### config.mk
export PLATFORM = sky130hd
export DESIGN_NAME = scan_chain_ctrl
export DESIGN_NICKNAME = d
export VERILOG_FILES = /design/src/rtl/scan_chain_pkg.sv /design/src/rtl/scan_shift_engine.sv /design/src/rtl/scan_chain_ctrl.sv
export SDC_FILE = /design/constraint.sdc
export NUM_CORES = 1
export LEC_CHECK = 0
export ABC_AREA = 1
export CAP_MARGIN = 20
export CORE_MARGIN = 8
export CORE_UTILIZATION = 37
export CTS_CLUSTER_DIAMETER = 100
export DETAILED_ROUTE_END_ITERATION = 10
export PLACE_DENSITY = 0.65
export SKIP_LAST_GASP = 1
export SLEW_MARGIN = 10
export SYNTH_ARGS = -nofsm -noshare
export SYNTH_HDL_FRONTEND = slang
export SYNTH_SLANG_ARGS = --single-unit
### constraint.sdc
create_clock -name aclk -period 20 [get_ports aclk]
set_input_delay 5 -clock aclk [delete_from_list [all_inputs] [get_ports aclk]]
set_output_delay 5 -clock aclk [all_outputs]
set_load 0.02 [all_outputs]
### src/rtl/scan_chain_pkg.sv
// ============================================================================
// scan_chain_pkg : register map, bit indices and FSM states for scan_chain_ctrl
// Rev 1.0
// ============================================================================
`default_nettype none

package scan_chain_pkg;

    localparam logic [4:0] OFF_DATA_IN  = 5'h00;
    localparam logic [4:0] OFF_DATA_OUT = 5'h04;
    localparam logic [4:0] OFF_LENGTH   = 5'h08;
    localparam logic [4:0] OFF_CTRL     = 5'h0C;
    localparam logic [4:0] OFF_STATUS   = 5'h10;

    localparam int CTRL_START_BIT  = 0;
    localparam int CTRL_IE_BIT     = 1;
    localparam int STATUS_DONE_BIT = 0;
    localparam int STATUS_IDLE_BIT = 1;

    localparam logic [1:0] RESP_OKAY   = 2'b00;
    localparam logic [1:0] RESP_SLVERR = 2'b10;

    localparam logic [5:0] MAX_LEN = 6'd32;

    typedef enum logic [1:0] {
        IDLE  = 2'd0,
        SHIFT = 2'd1,
        DONE  = 2'd2
    } scan_state_t;

    function automatic logic [5:0] clamp_len(input logic [5:0] len);
        return (len > MAX_LEN) ? MAX_LEN : len;
    endfunction

    // Ones in bit positions below n; used to clear stale capture bits at start.
    function automatic logic [31:0] low_mask(input logic [5:0] n);
        if (n >= MAX_LEN) begin
            return '1;
        end
        return (32'd1 << n) - 32'd1;
    endfunction

endpackage

`default_nettype wire

### src/rtl/scan_shift_engine.sv
// ============================================================================
// scan_shift_engine : FSM, clock divider, bit counter and scan capture
// Rev 1.0
// ============================================================================
`default_nettype none

module scan_shift_engine
    import scan_chain_pkg::*;
#(
    parameter int CLK_DIV = 4
) (
    input  logic        aclk,
    input  logic        aresetn,
    input  logic        start,
    input  logic [31:0] data_in,
    input  logic [5:0]  length,
    input  logic        scan_output,
    output logic        scan_enable,
    output logic        scan_ck_enable,
    output logic        scan_input,
    output logic        idle,
    output logic        done_pulse,
    output logic [31:0] data_out
);

    localparam logic [7:0] C_DIV_LAST = 8'(CLK_DIV - 1);

    scan_state_t r_state;
    scan_state_t w_state_next;

    logic [7:0]  r_div;
    logic [4:0]  r_bitcnt;
    logic [5:0]  r_n;
    logic [31:0] r_shreg;
    logic [31:0] r_data_out;
    logic [5:0]  w_len_clamped;
    logic        w_tick;
    logic        w_last_bit;

    assign w_len_clamped = clamp_len(length);
    assign w_tick        = (r_state == SHIFT) && (r_div == C_DIV_LAST);
    assign w_last_bit    = ({1'b0, r_bitcnt} == (r_n - 6'd1));
    assign data_out      = r_data_out;

    always_ff @(posedge aclk or posedge aresetn) begin
        if (aresetn) begin
            r_state <= IDLE;
        end else begin
            r_state <= w_state_next;
        end
    end

    always_comb begin
        w_state_next   = r_state;
        scan_enable    = 1'b0;
        scan_ck_enable = 1'b0;
        scan_input     = 1'b0;
        idle           = 1'b0;
        done_pulse     = 1'b0;
        case (r_state)
            IDLE: begin
                idle = 1'b1;
                if (start) begin
                    w_state_next = (w_len_clamped == 6'd0) ? DONE : SHIFT;
                end
            end
            SHIFT: begin
                scan_enable    = 1'b1;
                scan_input     = r_shreg[r_bitcnt];
                scan_ck_enable = w_tick;
                if (w_tick && w_last_bit) begin
                    w_state_next = DONE;
                end
            end
            DONE: begin
                done_pulse   = 1'b1;
                w_state_next = IDLE;
            end
            default: w_state_next = IDLE;
        endcase
    end

    // Latched copies decouple the running shift from register writes.
    always_ff @(posedge aclk or posedge aresetn) begin
        if (aresetn) begin
            r_div      <= '0;
            r_bitcnt   <= '0;
            r_n        <= '0;
            r_shreg    <= '0;
            r_data_out <= '0;
        end else if ((r_state == IDLE) && start) begin
            r_div      <= '0;
            r_bitcnt   <= '0;
            r_n        <= w_len_clamped;
            r_shreg    <= data_in;
            r_data_out <= r_data_out & low_mask(w_len_clamped);
        end else if (r_state == SHIFT) begin
            if (w_tick) begin
                r_div                <= '0;
                r_data_out[r_bitcnt] <= scan_output;
                r_bitcnt             <= r_bitcnt + 5'd1;
            end else begin
                r_div <= r_div + 8'd1;
            end
        end
    end

endmodule

`default_nettype wire

### src/rtl/scan_chain_ctrl.sv
// ============================================================================
// scan_chain_ctrl : AXI4-Lite register block driving the scan shift engine
// Rev 1.0
// ============================================================================
`default_nettype none

module scan_chain_ctrl
    import scan_chain_pkg::*;
#(
    parameter int CLK_DIV = 4,
    parameter int ADDR_W  = 32,
    parameter int DATA_W  = 32
) (
    input  logic                aclk,
    input  logic                aresetn,
    input  logic [ADDR_W-1:0]   s_awaddr,
    input  logic                s_awvalid,
    output logic                s_awready,
    input  logic [DATA_W-1:0]   s_wdata,
    input  logic [DATA_W/8-1:0] s_wstrb,
    input  logic                s_wvalid,
    output logic                s_wready,
    output logic [1:0]          s_bresp,
    output logic                s_bvalid,
    input  logic                s_bready,
    input  logic [ADDR_W-1:0]   s_araddr,
    input  logic                s_arvalid,
    output logic                s_arready,
    output logic [DATA_W-1:0]   s_rdata,
    output logic [1:0]          s_rresp,
    output logic                s_rvalid,
    input  logic                s_rready,
    output logic                scan_enable,
    output logic                scan_ck_enable,
    output logic                scan_input,
    input  logic                scan_output,
    output logic                irq
);

    logic                r_aw_full;
    logic [2:0]          r_aw_idx;
    logic                r_w_full;
    logic [DATA_W-1:0]   r_wdata;
    logic [DATA_W/8-1:0] r_wstrb;
    logic                r_bvalid;
    logic [1:0]          r_bresp;
    logic                r_rvalid;
    logic [DATA_W-1:0]   r_rdata;
    logic [1:0]          r_rresp;

    logic [DATA_W-1:0]   r_data_in;
    logic [5:0]          r_length;
    logic                r_start;
    logic                r_ie;
    logic                r_done;

    logic [4:0]          w_wr_off;
    logic [4:0]          w_rd_off;
    logic                w_wr_fire;
    logic                w_start;
    logic                w_w1c;
    logic                w_eng_idle;
    logic                w_eng_done;
    logic [31:0]         w_data_out;
    logic [DATA_W-1:0]   w_rd_data;
    logic [1:0]          w_rd_resp;
    logic                w_unused_addr;

    assign w_unused_addr = ^{s_awaddr[ADDR_W-1:5], s_awaddr[1:0],
                             s_araddr[ADDR_W-1:5], s_araddr[1:0]};

    assign s_awready = !r_aw_full;
    assign s_wready  = !r_w_full;
    assign s_bvalid  = r_bvalid;
    assign s_bresp   = r_bresp;
    assign s_arready = !r_rvalid;
    assign s_rvalid  = r_rvalid;
    assign s_rdata   = r_rdata;
    assign s_rresp   = r_rresp;
    assign irq       = r_done & r_ie;

    assign w_wr_off  = {r_aw_idx, 2'b00};
    assign w_rd_off  = {s_araddr[4:2], 2'b00};
    assign w_wr_fire = r_aw_full && r_w_full && !r_bvalid;

    // Only a 0->1 edge of the stored start bit launches a shift, and only when idle.
    assign w_start = w_wr_fire && (w_wr_off == OFF_CTRL) && r_wstrb[0]
                     && r_wdata[CTRL_START_BIT] && !r_start && w_eng_idle;
    assign w_w1c   = w_wr_fire && (w_wr_off == OFF_STATUS) && r_wstrb[0]
                     && r_wdata[STATUS_DONE_BIT];

    always_ff @(posedge aclk or posedge aresetn) begin
        if (aresetn) begin
            r_aw_full <= 1'b0;
            r_aw_idx  <= '0;
            r_w_full  <= 1'b0;
            r_wdata   <= '0;
            r_wstrb   <= '0;
            r_bvalid  <= 1'b0;
            r_bresp   <= RESP_OKAY;
        end else begin
            if (s_awvalid && !r_aw_full) begin
                r_aw_full <= 1'b1;
                r_aw_idx  <= s_awaddr[4:2];
            end
            if (s_wvalid && !r_w_full) begin
                r_w_full <= 1'b1;
                r_wdata  <= s_wdata;
                r_wstrb  <= s_wstrb;
            end
            if (w_wr_fire) begin
                r_bvalid <= 1'b1;
                r_bresp  <= (w_wr_off <= OFF_STATUS) ? RESP_OKAY : RESP_SLVERR;
            end else if (r_bvalid && s_bready) begin
                r_bvalid  <= 1'b0;
                r_aw_full <= 1'b0;
                r_w_full  <= 1'b0;
            end
        end
    end

    always_ff @(posedge aclk or posedge aresetn) begin
        if (aresetn) begin
            r_data_in <= '0;
            r_length  <= '0;
            r_start   <= 1'b0;
            r_ie      <= 1'b0;
            r_done    <= 1'b0;
        end else begin
            if (w_wr_fire) begin
                case (w_wr_off)
                    OFF_DATA_IN: begin
                        for (int b = 0; b < DATA_W / 8; b++) begin
                            if (r_wstrb[b]) begin
                                r_data_in[b*8 +: 8] <= r_wdata[b*8 +: 8];
                            end
                        end
                    end
                    OFF_LENGTH: begin
                        if (r_wstrb[0]) begin
                            r_length <= r_wdata[5:0];
                        end
                    end
                    OFF_CTRL: begin
                        if (r_wstrb[0]) begin
                            r_start <= r_wdata[CTRL_START_BIT];
                            r_ie    <= r_wdata[CTRL_IE_BIT];
                        end
                    end
                    default: ;
                endcase
            end
            // A completing shift outranks a simultaneous software clear.
            if (w_eng_done) begin
                r_done <= 1'b1;
            end else if (w_start || w_w1c) begin
                r_done <= 1'b0;
            end
        end
    end

    always_comb begin
        w_rd_data = '0;
        w_rd_resp = RESP_OKAY;
        case (w_rd_off)
            OFF_DATA_IN:  w_rd_data = r_data_in;
            OFF_DATA_OUT: w_rd_data = w_data_out;
            OFF_LENGTH:   w_rd_data[5:0] = r_length;
            OFF_CTRL: begin
                w_rd_data[CTRL_START_BIT] = r_start;
                w_rd_data[CTRL_IE_BIT]    = r_ie;
            end
            OFF_STATUS: begin
                w_rd_data[STATUS_DONE_BIT] = r_done;
                w_rd_data[STATUS_IDLE_BIT] = w_eng_idle;
            end
            default: w_rd_resp = RESP_SLVERR;
        endcase
    end

    always_ff @(posedge aclk or posedge aresetn) begin
        if (aresetn) begin
            r_rvalid <= 1'b0;
            r_rdata  <= '0;
            r_rresp  <= RESP_OKAY;
        end else if (s_arvalid && !r_rvalid) begin
            r_rvalid <= 1'b1;
            r_rdata  <= w_rd_data;
            r_rresp  <= w_rd_resp;
        end else if (r_rvalid && s_rready) begin
            r_rvalid <= 1'b0;
        end
    end

    scan_shift_engine #(
        .CLK_DIV (CLK_DIV)
    ) u_engine (
        .aclk           (aclk),
        .aresetn        (aresetn),
        .start          (w_start),
        .data_in        (r_data_in),
        .length         (r_length),
        .scan_output    (scan_output),
        .scan_enable    (scan_enable),
        .scan_ck_enable (scan_ck_enable),
        .scan_input     (scan_input),
        .idle           (w_eng_idle),
        .done_pulse     (w_eng_done),
        .data_out       (w_data_out)
    );

endmodule

`default_nettype wire

==> results of run 1 <==
-- cells in the mapped netlist (2+ instances only) --
| master | count |
|---|---|
| nand2_1 | 265 |
| dfrtp_1 | 203 |
| nor2_1 | 160 |
| inv_1 | 130 |
| o21ai_0 | 112 |
| a21oi_1 | 59 |
| nand3_1 | 58 |
| clkbuf_1 | 33 |
| a31oi_1 | 30 |
| nand4_1 | 28 |
| mux2_2 | 19 |
| nand2_2 | 13 |
| nor2_2 | 12 |
| nand3_2 | 11 |
| inv_2 | 9 |
| nor3_1 | 9 |
| o22ai_1 | 9 |
| nor2_4 | 8 |
| ha_1 | 7 |
| o21ai_1 | 7 |
| xor2_1 | 7 |
| buf_2 | 6 |
| a22o_1 | 5 |
| a22oi_1 | 5 |
| buf_6 | 4 |
| nand2_4 | 4 |
| a21oi_2 | 3 |
| a221oi_1 | 3 |
| buf_1 | 3 |
| nand3b_1 | 3 |
| nand4_2 | 3 |
| nor4_1 | 3 |
| o31ai_1 | 3 |
| xnor2_1 | 3 |
| buf_4 | 2 |
| buf_8 | 2 |
| clkinv_1 | 2 |
| inv_4 | 2 |
| nor3_2 | 2 |
| o211ai_1 | 2 |
| or2_2 | 2 |
-- cells by family after synthesis --
logic type,share of synthesized area (%)
adder cells (fa/ha/maj),0.850
other,0.0364
XOR/XNOR,0.850
multiplexers,2.08
AND/OR/NAND/NOR,25.9
AO/OA/AOI/OAI,13.3
flip-flops,49.3
buffers and inverters,7.73
-- worst reg2reg max path, cell delays in order, from the launching register on --
cell,delay [ns]
dfrtp_1,0.40
inv_1,0.15
nor3_4,0.08
nand2_2,0.11
nor2_4,0.06
nand3_2,0.05
buf_4,0.34
buf_4,0.60
nand2_1,0.28
inv_1,0.23
o21ai_0,0.12
a21oi_1,0.13
-- layer usage --
layer / GRT usage, % / part of all wire, % / up-vias
met5: 0 / 0 / -
met4: 4.91 / 2.3 / 0
met3: 1.96 / 5.0 / 42
met2: 26.7 / 46 / 246
met1: 22.7 / 47 / 4082
li1: - / - / 4297
-- per-stage QoR --
step / utilization [%] / hold WS, ns / area [µm²]
after floorplan: - / 0.442 / 10300
after global placement: 41.6 / 0.460 / 11500
after detailed placement: 41.6 / 0.465 / 11500
after CTS: 44.3 / 0.480 / 12200
after global routing: 44.4 / 0.500 / 12300
final: 44.4 / 0.479 / 12300
-- report_power, final --
group	leakage [nW]	switching, mW	total, mW	internal (mW)
registers	2.49	0.101	0.646	0.545
clock network	0.356	0.167	0.416	0.249
logic	2.87	0.320	0.519	0.199
total	5.71	0.588	1.58	0.993
-- final timing paths --
| path | from | endpoint | slack, ns | cells past startpoint |
|---|---|---|---|---|
| max reg2reg | r_w_full | u_engine.r_div[3] | 17.37 | 11 |
| min | s_rdata[2] | s_rdata[2] | 0.48 | 2 |
| min reg2reg | s_rdata[2] | s_rdata[2] | 0.48 | 2 |
| min in group asynchronous | aresetn | r_wdata[3] | 5.07 | 2 |
| max | u_engine.r_bitcnt[0] | scan_input | 11.79 | 8 |
| max in group asynchronous | aresetn | r_data_in[15] | 13.38 | 3 |
-- layout by cell type (no fill, tap or decap), types with 11 or more instances in the layout --
master	instances
o21ai_0	112
nand3_1	58
nand4_1	28
nand2_1	264
clkdlybuf4s50_1	92
inv_1	129
dfrtp_1	203
nand3_2	11
mux2_2	19
nor2_1	160
nor2_2	12
a31oi_1	30
clkbuf_16	23
a21oi_1	59
nand2_2	14
-- flip-flops by register name, indices dropped and copies added, names as in the netlist --
register / cells
r_aw_full: 1
r_aw_idx: 3
r_data_in: 32
r_done: 1
r_ie: 1
r_length: 6
r_start: 1
r_w_full: 1
r_wdata: 32
r_wstrb: 4
s_bresp: 1
s_bvalid: 1
s_rdata: 32
s_rresp: 1
s_rvalid: 1
u_engine.data_out: 32
u_engine.r_bitcnt: 5
u_engine.r_div: 8
u_engine.r_n: 6
u_engine.r_shreg: 32
u_engine.r_state: 2
-- cell type report --
class	instances	area (µm²)	area share, %
flip-flops and latches	203	5080	41.4
multi-input cells	869	4440	36.2
repair buffers	98	978	7.98
clock buffers	31	636	5.18
inverters	143	549	4.48
well taps	378	473	3.86
clock inverters	9	110	0.898
==> key figures, run 1 <==
Timing
  • F_max: 122 MHz
  • Slew Viols, Final: 0
  • Final period utilization: just over 40%
  • Final hold vios: 0
  • Worst Skew: between 0.015 and 0.02 ns
  • Fin Setup TNS: 0 ns
  • Final setup margin: 11.79 ns
  • Final setup viols: 0
  • Minimum clock period: roughly 8 ns
  • Unrepaired setup endpoints after global routing: no
  • Slew HR: 39.1%
  • Worst Tran Pin Value: ~0.91 ns

CTS
  • Post-CTS sizing: 0
  • CTS tree: built
  • Hold-fix buffers, CTS: 0
  • Clock buffer count from CTS: 22
  • Largest buffer count on any clock path: 3
  • CTS root buf: clkbuf_16
  • Setup Fix Bufs, Post-CTS: 0
  • Max H-tree Level: 1
  • Reg clk slew, reported paths: 0.06 ns
  • Clock sinks: 203
  • Skew-Pair Late Insertion Delay: 0.51 ns

Floorplan
  • Die Wd: 183 µm
  • Die area: between 30000 and 40000 µm²
  • Die H: around 180 µm
  • Core box area: about 28000 µm²
  • Std cell rows: 61
  • Initial Util: 37.3%
  • IO Pins: 153

Logic synthesis
  • Asr flop ratio synth: 100%
  • Ys flop type: dfrtp_1
  • Top area cells in the synthesized netlist: dfrtp_1 (49%), nand2_1 (9.7%), nor2_1 (5.8%), o21ai_0 (5.4%), inv_1 (4.7%)
  • Mapped Area: 10300 µm²
  • Post-synthesis sequential area ratio: around half
  • Synth Register Bits: ~200
  • Syn Area/Cell: 8.15 µm²
  • Yosys cell types: 54
  • Synth top area share: 49.3%
  • YS warnings: 0
  • Post-synth EDFFs: 0
  • Gate Count Post-Synth: around 1300
  • Most area-hungry cell type in the Yosys netlist: dfrtp_1

Layout
  • Layout cell share with drive strength beyond 1: 9.98%
  • Non-filler instance count after layout: approximately 1700
  • ANT cells: 0
  • Area Overhead vs Synth: 19.0%
  • Net count, final: 1452
  • Fillers: between 2000 and 3000

Global routing
  • Vias in the first global route: 8345
  • GRT Overall Usage: 16.4%
  • Antenna violations before repair: 0
  • Largest net degree at the start of global routing: 132
  • Congestion Overflow GR: 0
  • First-pass GRT wire length: 44.8 mm

Worst setup path
  • Crit Path Class: register to output pin
  • Worst-path fanout max: 22
  • Slowest CP cell: clkdlybuf4s50_1
  • Endpoint class of the critical path: output pin
  • CP peak stage delay: 0.58 ns
  • Crit path cell chain: buf_4 -> clkinv_1 -> o21ai_0 -> o22ai_1 -> a22o_1 -> nor2_1 -> a21oi_1 -> clkdlybuf4s50_1
  • Crit-path leading delay family: buffers and inverters
  • WP buf/inv: 3
  • Startpoint Class: register
  • Req. time, crit path: 15.00 ns
  • Crit path DAT: 3.21 ns

Drt
  • Routed Antenna Nets: 0
  • DRT Pass-1 Iters: 5
  • DR DRC count: 0
  • Vias/cell: approximately 5.0
  • Vias: 8667
  • Routed wire length: 27.7 mm
  • Avg WL per Cell: 16.0 µm
  • DR iter-0 viols: between 700 and 800

Placement
  • DP Worst Slack: roughly 12 ns
  • I/O Buffers: 92
  • Placed cells: ~1700
  • DP HPWL: 20.1 mm
  • RePlAce Congestion: 0.870

Power and ir drop
  • PD cells: 129 nW/µm²
  • Overall power: 1.58 mW
  • Max IR drop VDD: roughly 75 µV
  • Leak: 5.71 nW

Worst hold path
  • Hold Path Class: register to register

Run status
  • Status: finished, final reports clean

Job
  • Maximum Capacitance Violations: 0
Power figures use the tool's default switching activity.
==> inputs of run 2 (changes only) <==
--- a/config.mk
+++ b/config.mk
@@ -11,7 +11,7 @@
 export CORE_UTILIZATION = 37
 export CTS_CLUSTER_DIAMETER = 100
 export DETAILED_ROUTE_END_ITERATION = 10
-export PLACE_DENSITY = 0.65
+export PLACE_DENSITY = 0.67
 export SKIP_LAST_GASP = 1
 export SLEW_MARGIN = 10
 export SYNTH_ARGS = -nofsm -noshare
==> constraint.sdc (replaced) <==
create_clock -name aclk -period 6.72 [get_ports aclk]
set_input_delay 1.68 -clock aclk [delete_from_list [all_inputs] [get_ports aclk]]
set_output_delay 1.68 -clock aclk [all_outputs]
set_load 0.02 [all_outputs]
==> key figures, run 2 (same netlist as run 1, synthesis figures left out) <==
CTS
  • CTS root buf: clkbuf_16 (unchanged)
  • Hold-fix buffers, CTS: 0 (unchanged)
  • Largest buffer count on any clock path: 3 (unchanged)
  • Clock sinks: 203 (unchanged)
  • Clock buffer count from CTS: 21 (was 22)
  • Skew-Pair Late Insertion Delay: 0.50 ns (was 0.51 ns)
  • Post-CTS sizing: 0 (unchanged)
  • Reg clk slew, reported paths: 0.07 ns (was 0.06 ns)
  • CTS tree: built (unchanged)
  • Setup Fix Bufs, Post-CTS: 0 (unchanged)
  • Max H-tree Level: 1 (unchanged)

Drt
  • Routed Antenna Nets: 0 (unchanged)
  • DR DRC count: 0 (unchanged)
  • Vias: 8706 (was 8667)
  • DRT Pass-1 Iters: 5 (unchanged)
  • DR iter-0 viols: 571 (was 702)
  • Routed wire length: 27.3 mm (was 27.7 mm)
  • Vias/cell: 5.04 (was 5.01)
  • Avg WL per Cell: 15.8 µm (was 16.0 µm)

Placement
  • DP HPWL: 19.9 mm (was 20.1 mm)
  • I/O Buffers: 92 (unchanged)
  • RePlAce Congestion: 0.873 (was 0.870)
  • DP Worst Slack: 2.44 ns (was 12.29 ns)

Global routing
  • Congestion Overflow GR: 0 (unchanged)
  • Layer with the highest usage: met2 (unchanged)
  • Vias in the first global route: 8567 (was 8345)
  • Met3 usage: 2.57% (was 1.96%)
  • First-pass GRT wire length: 44.8 mm (about the same)
  • Largest net degree at the start of global routing: 171 (was 132)
  • Antenna violations before repair: 0 (unchanged)
  • Met1 GRT Util: 21.7% (was 22.7%)
  • GRT Overall Usage: 16.3% (was 16.4%)
  • M2 GR Usage: 26.4% (was 26.7%)

Timing
  • Final period utilization: 71.5%
  • Unrepaired setup endpoints after global routing: no (unchanged)
  • Slew HR: 32.3% (was 39.1%)
  • Worst Skew: 0.0190 ns (was 0.0194 ns)
  • Worst Tran Pin Value: 1.01 ns (was 0.914 ns)
  • Final hold vios: 0 (unchanged)
  • Fin Setup TNS: 0 ns (unchanged)
  • Final setup margin: 1.91 ns (was 11.79 ns)
  • Slew Viols, Final: 0 (unchanged)
  • F_max: 208 MHz
  • Minimum clock period: 4.81 ns
  • Final setup viols: 0 (unchanged)

Worst setup path
  • RR Startpoint: s_bvalid (was r_w_full)
  • Crit path DAT: 3.13 ns (was 3.21 ns)
  • Endpoint class of the critical path: output pin (unchanged)
  • Worst-path fanout max: 22 (unchanged)
  • Crit path from: u_engine.r_bitcnt[0] (unchanged)
  • Crit Path Class: register to output pin (unchanged)
  • Startpoint Class: register (unchanged)
  • Req. time, crit path: 5.04 ns (was 15.00 ns)

Floorplan
  • Core box area: 27600 µm² (unchanged)
  • IO Pins: 153 (unchanged)
  • Initial Util: 37.3% (unchanged)
  • Die area: 33500 µm² (unchanged)
  • Die Wd: 183 µm (unchanged)
  • Die H: 183 µm (unchanged)
  • Std cell rows: 61 (unchanged)

Run status
  • Status: finished, final reports clean (unchanged)

Layout
  • Net count, final: 1449 (was 1452)
  • ANT cells: 0 (unchanged)
  • Layout cell share with drive strength beyond 1: 9.57% (was 9.98%)
  • Commonest cells after routing, fill and taps aside: nand2_1 (264), dfrtp_1 (203), nor2_1 (160), inv_1 (129), o21ai_0 (112) (unchanged)
  • Area Overhead vs Synth: 18.4% (was 19.0%)
  • Commonest non-fill, non-tap cell in the layout: nand2_1 (unchanged)

Worst hold path
  • Hold Path Class: register to register (unchanged)
  • Launch point of the worst hold path: u_engine.data_out[18] (was s_rdata[2])

Job
  • Maximum Capacitance Violations: 0 (unchanged)

Power and ir drop
  • Leak: 5.68 nW (was 5.71 nW)
  • Max IR drop VDD: 223 µV (was 75.2 µV)
  • PD cells: 383 nW/µm² (was 129 nW/µm²)
-- run 2: changes by cell type in the layout (fill, tap and decap cells not counted), sizes merged --
cell,delta
clkbuf,-1
buf,-2
clkinv,-1
inv,-2
bufinv,+1
-- run 2: stage by stage --
stage                     cells  cell area, µm²  hold slack, ns  util (%)  power [mW]
final                      1726           12200           0.474      44.2        4.68
after global routing       1726           12200           0.493      44.2        4.98
after CTS                  1726           12200           0.475      44.2        4.70
after detailed placement   1689           11500           0.460      41.6        3.48
after global placement     1689           11500           0.459      41.6        3.45
after floorplan            1265           10300           0.442         -        2.98
-- run 2: power by group --
part           internal [mW]  switching (mW)  leakage [nW]  total [mW]
clock                  0.725           0.481         0.338        1.21
combinational          0.589           0.958          2.85        1.55
sequential              1.62           0.301          2.49        1.92
-- run 2: area by class of cell --
| class | instances | area (µm²) |
|---|---|---|
| Clock buffer | 30 | 589 |
| Clock inverter | 7 | 115 |
| Fill cell | 2766 | 15400 |
| Inverter | 143 | 546 |
| Multi-Input combinational cell | 869 | 4440 |
| Sequential cell | 203 | 5080 |
| Tap cell | 378 | 473 |
| Timing Repair Buffer | 96 | 963 |
-- run 2: worst paths after layout --
kind,depth (start not counted),slack [ns],to
min,2,0.47,u_engine.data_out[18]
max reg2reg,9,3.69,u_engine.r_bitcnt[1]
min reg2reg,2,0.47,u_engine.data_out[18]
max,8,1.91,scan_input
min in group asynchronous,2,1.66,u_engine.data_out[0]
max in group asynchronous,3,3.69,s_rdata[20]
-- run 2: critical path: stages (launching register included) --
cell             delay [ns]
dfrtp_1                0.32
buf_4                  0.25
clkinv_1               0.51
o21ai_0                0.35
o22ai_1                0.12
a22o_1                 0.24
nor2_1                 0.09
a21oi_1                0.14
clkdlybuf4s50_1        0.58
-- run 2: per-layer routing --
| metal | vias to the layer above | wire [µm] |
|---|---|---|
| li1 | 4301 | - |
| met1 | 4060 | 12200 |
| met2 | 285 | 12600 |
| met3 | 60 | 1570 |
| met4 | 0 | 944 |
| met5 | - | 0 |
==> inputs of run 3 (changes only) <==
==> constraint.sdc (replaced) <==
create_clock -name aclk -period 3.87 [get_ports aclk]
set_input_delay 0.9675 -clock aclk [delete_from_list [all_inputs] [get_ports aclk]]
set_output_delay 0.9675 -clock aclk [all_outputs]
set_load 0.02 [all_outputs]
==> key figures, run 3 (same netlist as run 1, synthesis figures left out) <==
Global routing
  • First-pass GRT wire length: 45.8 mm (was 44.8 mm)
  • Vias in the first global route: 8637 (was 8567)
  • Largest net degree at the start of global routing: 77 (was 171)
  • Congestion Overflow GR: 0 (unchanged)
  • Antenna violations before repair: 0 (unchanged)
  • GRT Overall Usage: 16.6% (was 16.3%)

CTS
  • Largest buffer count on any clock path: 3 (unchanged)
  • Max H-tree Level: 1 (unchanged)
  • Hold-fix buffers, CTS: 0 (unchanged)
  • Clock buffer count from CTS: 22 (was 21)
  • Skew-Pair Late Insertion Delay: 0.50 ns (about the same)
  • Clock sinks: 203 (unchanged)
  • CTS root buf: clkbuf_16 (unchanged)
  • Setup Fix Bufs, Post-CTS: 0 (unchanged)
  • CTS tree: built (unchanged)
  • Reg clk slew, reported paths: 0.07 ns (about the same)

Floorplan
  • Core box area: 27600 µm² (unchanged)
  • Initial Util: 37.3% (unchanged)
  • Die area: 33500 µm² (unchanged)
  • IO Pins: 153 (unchanged)
  • Die Wd: 183 µm (unchanged)
  • Die H: 183 µm (unchanged)
  • Std cell rows: 61 (unchanged)

Layout
  • ANT cells: 0 (unchanged)
  • Area Overhead vs Synth: 19.3% (was 18.4%)
  • Net count, final: 1462 (was 1449)
  • Commonest cells after routing, fill and taps aside: nand2_1 (264), dfrtp_1 (203), nor2_1 (160), inv_1 (128), o21ai_0 (112) (was nand2_1 (264), dfrtp_1 (203), nor2_1 (160), inv_1 (129), o21ai_0 (112))
  • Fillers: 2778 (was 2766)
  • Layout cell share with drive strength beyond 1: 10.5% (was 9.57%)
  • Commonest non-fill, non-tap cell in the layout: nand2_1 (unchanged)

Drt
  • Vias/cell: 5.06 (was 5.04)
  • DR iter-0 viols: 707 (was 571)
  • Routed wire length: 27.9 mm (was 27.3 mm)
  • DRT Pass-1 Iters: 5 (unchanged)
  • Avg WL per Cell: 16.1 µm (was 15.8 µm)
  • Routed Antenna Nets: 0 (unchanged)
  • DR DRC count: 0 (unchanged)
  • Vias: 8784 (was 8706)

Placement
  • DP HPWL: 20.7 mm (was 19.9 mm)
  • RePlAce Congestion: 0.892 (was 0.873)
  • I/O Buffers: 92 (unchanged)

Power and ir drop
  • Sequential Power Share: 41.5% (was 41.1%)
  • Switching fraction of total power: 37.3% (was 37.2%)
  • Leak: 5.74 nW (was 5.68 nW)
  • Max IR drop VDD: 351 µV (was 223 µV)
  • Cell internal pwr: 5.07 mW (was 2.94 mW)
  • Clk network pwr share: 25.2% (was 25.8%)
  • Combinational fraction of design power: 33.3% (was 33.1%)
  • P_sw: 3.01 mW (was 1.74 mW)
  • PD cells: 657 nW/µm² (was 383 nW/µm²)

Worst setup path
  • Worst-path fanout max: 21 (was 22)
  • Endpoint class of the critical path: output pin (unchanged)
  • Crit path DAT: 2.77 ns (was 3.13 ns)
  • Worst Reg-to-Reg Cells: 11 (was 9)
  • Req. time, crit path: 2.90 ns (was 5.04 ns)
  • Crit Path Class: register to output pin (unchanged)
  • Startpoint Class: register (unchanged)

Timing
  • Worst Skew: 0.0117 ns (was 0.0190 ns)
  • Fin Hold WS: 0.479 ns (was 0.474 ns)
  • F_max: 268 MHz
  • Minimum clock period: about 3.7 ns
  • Unrepaired setup endpoints after global routing: no (unchanged)
  • Slew HR: 56.0% (was 32.3%)
  • Final hold vios: 0 (unchanged)
  • Fin Setup TNS: 0 ns (unchanged)
  • Final period utilization: 96.6%
  • Slew Viols, Final: 0 (unchanged)
  • Worst Tran Pin Value: 0.659 ns (was 1.01 ns)
  • Final setup viols: 0 (unchanged)

Worst hold path
  • Hold Path Class: register to register (unchanged)
  • Hold Path Depth: 2 (unchanged)

Run status
  • Status: finished, final reports clean (unchanged)

Job
  • Maximum Capacitance Violations: 0 (unchanged)
-- run 3: cell count changes in the layout (fill, tap and decap cells not counted), sizes merged --
cell / change
buf: +12
bufinv: -2
clkbuf: +2
clkinv: -2
-- run 3: stage by stage --
step | worst slack, ns | util [%] | area [µm²] | total power [mW] | cells
finish | 0.132 | 44.5 | 12300 | 8.08 | 1736
global route | 0.0587 | 44.5 | 12300 | 8.63 | 1736
CTS | 0.0509 | 44.4 | 12300 | 8.12 | 1735
detailed placement | 0.616 | 41.9 | 11600 | 6.06 | 1700
global placement | 0.633 | 41.9 | 11600 | 5.99 | 1700
floorplan | 0.272 | - | 10300 | 5.18 | 1265
-- run 3: path summary, 6_finish.rpt --
kind | from | to | slack (ns)
max | u_engine.r_bitcnt[0] | scan_input | 0.13
min | u_engine.r_shreg[2] | u_engine.r_shreg[2] | 0.48
max reg2reg | r_length[5] | u_engine.data_out[10] | 1.22
min reg2reg | u_engine.r_shreg[2] | u_engine.r_shreg[2] | 0.48
max in group asynchronous | aresetn | r_data_in[24] | 2.02
min in group asynchronous | aresetn | s_rdata[9] | 0.93
-- run 3: power by group through the flow --
stage	combinational [mW]	clock (mW)	sequential [mW]
2_1_floorplan	1.89	0	3.29
3_3_place_gp	2.63	0	3.36
3_5_place_dp	2.68	0	3.38
4_1_cts	2.69	2.08	3.35
5_1_grt	3.03	2.17	3.43
6_report	2.69	2.04	3.35
-- run 3: timing repair --
| action | in CTS | in global routing |
|---|---|---|
| resized for setup | 0 | 2 |
| setup endpoints to repair | 0 | 1 |
| endpoints found under the hold margin | 0 | 0 |
-- run 3: critical path: stages (launching register included) --
cell and delay (ns):
dfrtp_1 0.39, buf_4 0.26, o21ai_0 0.10, o22ai_1 0.20
a22o_1 0.23, nor2_1 0.06, a21oi_1 0.33, clkdlybuf4s50_1 0.69
-- run 3: layout make-up --
class	instances	area (µm²)	share of cell area, %
clock inverter	3	42.5	0.346
inverter	143	549	4.47
tap	378	473	3.84
timing repair buffer	108	1070	8.67
sequential	203	5080	41.3
multi-input combinational	869	4440	36.1
clock buffer	32	649	5.28
-- run 3: metal layers --
| metal | wire length [µm] | track usage (%) | vias to the layer above |
|---|---|---|---|
| li1 | - | - | 4295 |
| met1 | 12700 | 22.1 | 4197 |
| met2 | 13200 | 28.1 | 247 |
| met3 | 1370 | 2.31 | 45 |
| met4 | 658 | 4.49 | 0 |
| met5 | 0 | 0 | - |
